[src/rtl/result_scanner.sv]
// Result scanner: snapshots a ROWS x COLS result matrix on each rise of out_ready
// and lets the user step through it manually or with a timed auto-scroll.
module result_scanner #(
   parameter int DATA_WIDTH  = 16,
   parameter int ROWS        = 2,
   parameter int COLS        = 2,
   parameter int AUTO_PERIOD = 25000000,
   localparam int RW = (ROWS > 1) ? $clog2(ROWS) : 1,
   localparam int CW = (COLS > 1) ? $clog2(COLS) : 1
) (
   input  logic                            clk,
   input  logic                            reset_n,
   input  logic                            out_ready,
   input  logic [ROWS*COLS*DATA_WIDTH-1:0] matrix_in,
   input  logic                            next_pulse,
   input  logic                            prev_pulse,
   input  logic                            auto_en,
   output logic [DATA_WIDTH-1:0]           data_out,
   output logic [RW-1:0]                   row_idx,
   output logic [CW-1:0]                   col_idx,
   output logic                            data_valid,
   output logic                            last_item
);

   localparam int NUM = ROWS * COLS;
   localparam int TW  = (AUTO_PERIOD > 1) ? $clog2(AUTO_PERIOD) : 1;

   typedef enum logic [1:0] {IDLE, MANUAL, AUTO} state_t;

   state_t                state_q, state_d;
   logic                  readyDly_q;
   logic [RW-1:0]         row_q, row_d;
   logic [CW-1:0]         col_q, col_d;
   logic [TW-1:0]         timer_q, timer_d;
   logic [DATA_WIDTH-1:0] buf_q [NUM];

   logic captureRise;
   logic manualPulse;
   logic autoHit;
   logic stepFwd;
   logic stepBack;

   assign captureRise = out_ready && !readyDly_q;

   always_ff @(posedge clk) begin
      if (!reset_n) begin
         state_q    <= IDLE;
         readyDly_q <= 1'b0;
         row_q      <= '0;
         col_q      <= '0;
         timer_q    <= '0;
         for (int k = 0; k < NUM; k++) buf_q[k] <= '0;
      end else begin
         state_q    <= state_d;
         readyDly_q <= out_ready;
         row_q      <= row_d;
         col_q      <= col_d;
         timer_q    <= timer_d;
         if (captureRise) begin
            for (int k = 0; k < NUM; k++) buf_q[k] <= matrix_in[k*DATA_WIDTH +: DATA_WIDTH];
         end
      end
   end

   // A capture overrides every step source; a manual pulse overrides a coincident auto step.
   always_comb begin
      state_d     = state_q;
      row_d       = row_q;
      col_d       = col_q;
      timer_d     = timer_q;
      manualPulse = next_pulse || prev_pulse;
      autoHit     = (state_q == AUTO) && (timer_q == TW'(AUTO_PERIOD - 1));
      stepFwd     = 1'b0;
      stepBack    = 1'b0;
      if (captureRise) begin
         state_d = auto_en ? AUTO : MANUAL;
         row_d   = '0;
         col_d   = '0;
         timer_d = '0;
      end else if (state_q != IDLE) begin
         state_d  = auto_en ? AUTO : MANUAL;
         stepFwd  = (next_pulse && !prev_pulse) || (!manualPulse && autoHit);
         stepBack = prev_pulse && !next_pulse;
         if (state_q == AUTO && auto_en && !manualPulse && !autoHit) begin
            timer_d = timer_q + TW'(1);
         end else begin
            timer_d = '0;
         end
         if (stepFwd) begin
            if (col_q == CW'(COLS - 1)) begin
               col_d = '0;
               row_d = (row_q == RW'(ROWS - 1)) ? '0 : row_q + RW'(1);
            end else begin
               col_d = col_q + CW'(1);
            end
         end else if (stepBack) begin
            if (col_q == '0) begin
               col_d = CW'(COLS - 1);
               row_d = (row_q == '0) ? RW'(ROWS - 1) : row_q - RW'(1);
            end else begin
               col_d = col_q - CW'(1);
            end
         end
      end
   end

   always_comb begin
      data_out = '0;
      for (int k = 0; k < NUM; k++) begin
         if (k == int'(row_q) * COLS + int'(col_q)) data_out = buf_q[k];
      end
      row_idx    = row_q;
      col_idx    = col_q;
      data_valid = (state_q != IDLE);
      last_item  = data_valid && (row_q == RW'(ROWS - 1)) && (col_q == CW'(COLS - 1));
   end

endmodule

[config.mk]
export PLATFORM = sky130hd
export DESIGN_NAME = result_scanner
export DESIGN_NICKNAME = d
export VERILOG_FILES = /design/src/rtl/result_scanner.sv
export SDC_FILE = /design/constraint.sdc
export NUM_CORES = 1
export LEC_CHECK = 0
export CAP_MARGIN = 25
export CORE_AREA = 2 2 81 103
export CTS_BUF_LIST = sky130_fd_sc_hd__clkbuf_16
export CTS_CLUSTER_DIAMETER = 40
export CTS_CLUSTER_SIZE = 8
export DETAILED_ROUTE_END_ITERATION = 7
export DIE_AREA = 0 0 83 105
export PLACE_DENSITY = 0.84
export SKIP_LAST_GASP = 1
export SLEW_MARGIN = 20
export SYNTH_ARGS = -nofsm -noshare
export SYNTH_HDL_FRONTEND = slang
export SYNTH_SLANG_ARGS = --single-unit
[constraint.sdc]
create_clock -name clk -period 7.2 [get_ports clk]
set_input_delay 0.72 -clock clk [delete_from_list [all_inputs] [get_ports clk]]
set_output_delay 0.72 -clock clk [all_outputs]
set_load 0.1 [all_outputs]
---- Word-level counts from Yosys, hierarchy flattened ----
Memory sizes are Yosys's and may differ from the RTL's.
Cells that the tools add are included.
storage, ports and cells
  memory bits (writable) .................. 64
  memories kept ........................... 1
  bits in registers ....................... 30
  output and inout port bits .............. 20
operators by class
  muxes and demuxes ....................... 26
  reductions and logical operators ........ 24
  bitwise operators ....................... 5
  add/subtract/negate cells ............... 6
  equal/unequal tests ..................... 7
memories
  memory  words  width  read ports  clocked after Yosys merged registers in  wr ports  line  text
  buf_q   4      16     4           0                                        4         35    logic [DATA_WIDTH-1:0] buf_q [NUM];
operators with widths
  cell                                                 count
  two-way mux 16 bit                                   8
  equality test 2 x 32 -> 1 bit, first input constant  1
  equality test 3 x 32 -> 1 bit, first input constant  1
  zero test 32 bit                                     1
  adder 25 x 1 -> 25 bit, second input constant        1
  equality test 25 bit, second input constant          1
  two-way mux 25 bit                                   1
  two-way mux 1 bit                                    14
  logical AND 1 bit                                    10
  two-way mux 2 bit                                    3
  nonzero test 2 bit                                   3
  zero test 1 bit                                      5
  OR 1 bit                                             4
  AND reduction 4 bit                                  1
  adder 2 x 1 -> 3 bit                                 1
  equality test 2 x 3 -> 1 bit, first input constant   1
  adder 1 bit, second input constant                   2
  equality test 2 bit, second input constant           1
  logical OR 1 bit                                     2
  != test 2 x 1 -> 1 bit, second input constant        1
  != test 2 bit, second input constant                 1
  AND reduction 2 bit                                  1
  OR reduction 2 bit                                   1
  subtractor 1 bit, second input constant              2
  inverter 1 bit                                       1

---- Logic depth before layout (Yosys ltp) ----
  word-level depth ........................ 6
  depth in mapped cells ................... 7
  mapped depth without buffers ............ 6

---- Worst setup path after synthesis ----
Ideal clock, no wire load.
  path kind ............................... input to register
  start point ............................. input out_ready
  end point ............................... register timer_q[3]
  arrival time ............................ 3.175 ns
  data required time ...................... 7.135 ns
  path slack .............................. 3.960 ns
  library setup time ...................... 0.065 ns
  stages .................................. 6
  path through ............................ nand2b_1 nand2_1 or3_1 o32a_4 buf_8 nor2_1
on the way
  word-level cells in the longest chain between the ends .. 2
RTL lines
  item                          line  text
  start, declared               13    input logic out_ready,
  logical AND 1 bit             43    assign captureRise = out_ready && !readyDly_q;
  OR reduction 2 bit (no line)  --
  end signal, assigned          58    timer_q <= timer_d;
  end, declared                 34    logic [TW-1:0] timer_q, timer_d;
Every way passes these cells.
A chain may end at the register's enable or synchronous reset.

---- Worst setup path after layout ----
  start point ............................. register row_q (netlist: row_idx)
  end point ............................... output data_out[14]
on the way
  word-level cells in the longest chain between the ends .. 6
  elaborated cells on any way between the ends .. 9
  those cells by class .................... add/sub (1); eq/ne (3); mux (4); reduce/logical (1)
RTL lines
  item                              line  text
  start, declared                   32    logic [RW-1:0] row_q, row_d;
  start signal, assigned            56    row_q <= row_d;
  adder 2 x 1 -> 3 bit *            110   if (k == int'(row_q) * COLS + int'(col_q)) data_out = buf_q[k];
  zero test 32 bit                  110
  two-way mux 16 bit (3 in series)  110
  two-way mux 16 bit *              110
  end, declared                     18    output logic [DATA_WIDTH-1:0] data_out,
Mark *: on every way between the ends. The rest lies on a longest branch, timed or not.

==> out/results.ini <==
[run_status]
status=finished clean

[synth]
synth_area_mm2=0.00417
synth_nets=388
syn_avg_cell_area_um2=13.1
ys.warnings.count=0
synth_edf_count=64
synth_ff_type=edfxtp_1
netlist_instances=317
synth.distinct_cells=34
yosys.area.top_type=edfxtp_1
seq_area_frac_synth_pct=60.6
synth.most_common_cell=and2_1
synth_common_cells=and2_1 (65), edfxtp_1 (64), nor2_1 (36), dfxtp_1 (30), mux4_2 (16)
synth_top_area_share_pct=46.1
synth_seq_cells=94
synth-async-reset-ratio_pct=0
synth_area_leaders=edfxtp_1 (46%), dfxtp_1 (14%), and2_1 (9.8%)

[floorplan]
die-area_mm2=0.00872
die_x_um=83
ioPinCount=90
rows=36
core_area_mm2=0.00770
die_y_um=105
start_util_pct=54.1

[flow_run]
cap_violations=0

[setup_path]
cp_max_fo=20
critPathCaptureType=primary output
reg2reg_from=state_q[1]$_SDFFE_PN0P_
worst-r2r-setup-slack_ps=5020
crit_family=buffers and inverters
slowest_delay_ps=1170
crit_arrival_ps=2810
start_kind=flip-flop
r2r_cells=5
crit_chain=mux4_2, clkdlybuf4s50_1
cp.required_ps=6480
rr_endpoint=timer_q[23]$_SDFFE_PP0N_
worstPathBufferInverterCount=1
critPathKind=reg2out
cpMaxStageDelayCell=clkdlybuf4s50_1

[cts]
clockBufferDepth=2
cts_setup_buffers=0
cts_tree=done
cts_resized=0
cts.sinks=94
root_buffer=clkbuf_16
h-tree-depth=3
cts_inserted_buffers=9
clk_pin_slew_ps=60
postCtsHoldBufs=0
clk_latency_ps=340

[power]
power_density_mw_per_mm2=231
leakage_nw=1.90
p_int_mw=0.942
p_sw_share_pct=24.6
pwr-share-seq_pct=49.3
clkPwrFrac_pct=35.9
combPwrFrac_pct=14.8
switching_power_mw=0.308
peakVddDrop_uv=149

[detailed_routing]
maxUsedRoutingLayer=met4
wl_per_cell_um=16.0
vias=2711
avgViaCountPerCell=5.37
drc=0
wl_met2_mm=4.17
drt-met1-wl_mm=3.19
met3_length_um=472
dr.pass1.iters=4
first_iter_violations=162
finalWirelength_mm=8.07
antenna_left=0

[worst_hold_path]
worstHoldStart=timer_q[24]$_SDFFE_PP0N_
hold_path_end=timer_q[24]$_SDFFE_PP0N_
hold_depth=2
hp-class=reg2reg

[layout]
multi_input_area_mm2=0.00155
fillers=509
final_cells=505
syn2layout_area_growth_pct=29.7
drive_above_1_share_pct=9.51
antenna_cells=0
seqCellArea_mm2=0.00252
fin_nets=476

[placement]
io_buffer_count=89
placedCellCount=489
place_hpwl_mm=5.72
globalplace.congestion=0.803

[grt]
grt_pass1_wl_mm=13.2
overflow=0
grt_max_degree=65
antenna_found_initial=0
grtUsageTotal_pct=19.6
grt_pass1_vias=2793

[sta]
post-route-period-util_pct=49.1
fmax_mhz=283
rsz0062_at_grt=no
holdWs_ps=532
setup_tns_ps=0
drv_slew=0
setup_viol=0
fin_crit_ps=3530
hold_viol_final=0
max_slew_margin_pct=31.7
worst_slew_pin_slew_ps=1020
fin_worst_skew_ps=3.65

-- cells by family (layout without fill, tap and decap cells) --
kind of cell	after synthesis	after routing	synth area share [%]
buf+inv	20	113	2.43
flops	94	94	60.6
simple gates	150	150	20.6
compound gates	11	11	2.19
xor+xnor	24	24	5.05
fa+ha+maj	1	1	0.300
mux	17	17	8.89
-- per-layer routing --
metal | global-route usage, % | vias to the layer above
met4 | 11.9 | 0
met5 | 0 | -
li1 | - | 1300
met1 | 21.7 | 1316
met2 | 33.3 | 76
met3 | 5.21 | 19
-- cell type report --
class	count	area share, %
clock buffers	9	4.17
clock inverters	7	1.02
inverters	6	0.417
multi-input cells	203	28.7
flip-flops and latches	94	46.7
well taps	95	2.20
repair buffers	91	16.8
-- how the worst max path moves through the flow --
stage,from,end,slack (ps),cells after the start
floorplan,out_ready,timer_q[3]$_SDFFE_PP0N_,3960,6
global placement,row_idx$_SDFFE_PP0P_,data_out[0],4060,2
detailed placement,row_idx$_SDFFE_PP0P_,data_out[14],3990,2
CTS,row_idx$_SDFFE_PP0P_,data_out[14],3610,2
global route,row_idx$_SDFFE_PP0P_,data_out[14],3550,2
finish,row_idx$_SDFFE_PP0P_,data_out[14],3670,2
-- stage by stage --
stage	power [mW]	setup slack, ps	instance area, µm²	utilization, %
6_report	1.25	3670	5400	70.1
5_1_grt	1.29	3550	5400	70.1
4_1_cts	1.26	3610	5400	70.1
3_5_place_dp	0.814	3990	5120	66.5
3_3_place_gp	0.810	4060	5120	66.5
2_1_floorplan	0.747	3960	4170	-
-- tightest hold or removal path, stage by stage (launching register included) --
cell,delay [ps]
dfxtp_1,340
xor2_1,70
nor2_1,80
-- flip-flops by register name (all words and copies together), names as in the netlist --
register / cells
state_q: 2
buf_q: 64
timer_q: 25
readyDly_q: 1
col_idx: 1
row_idx: 1
-- layout by cell type, fill, tap and decap left out, drive strengths merged, types with 7 or more instances in the layout --
master,instances
and2,65
clkbuf,9
clkdlybuf4s50,89
dfxtp,30
edfxtp,64
mux4,16
nand2,12
nand3,9
nand4,7
nor2,36
xnor2,10
xor2,14
-- power by group through the flow --
stage	Combinational [mW]	Sequential, mW	Clock, mW
2_1_floorplan	0.121	0.627	0
3_3_place_gp	0.183	0.627	0
3_5_place_dp	0.186	0.628	0
4_1_cts	0.186	0.617	0.458
5_1_grt	0.194	0.619	0.475
6_report	0.185	0.616	0.449
(Power assumes the default switching activity.)
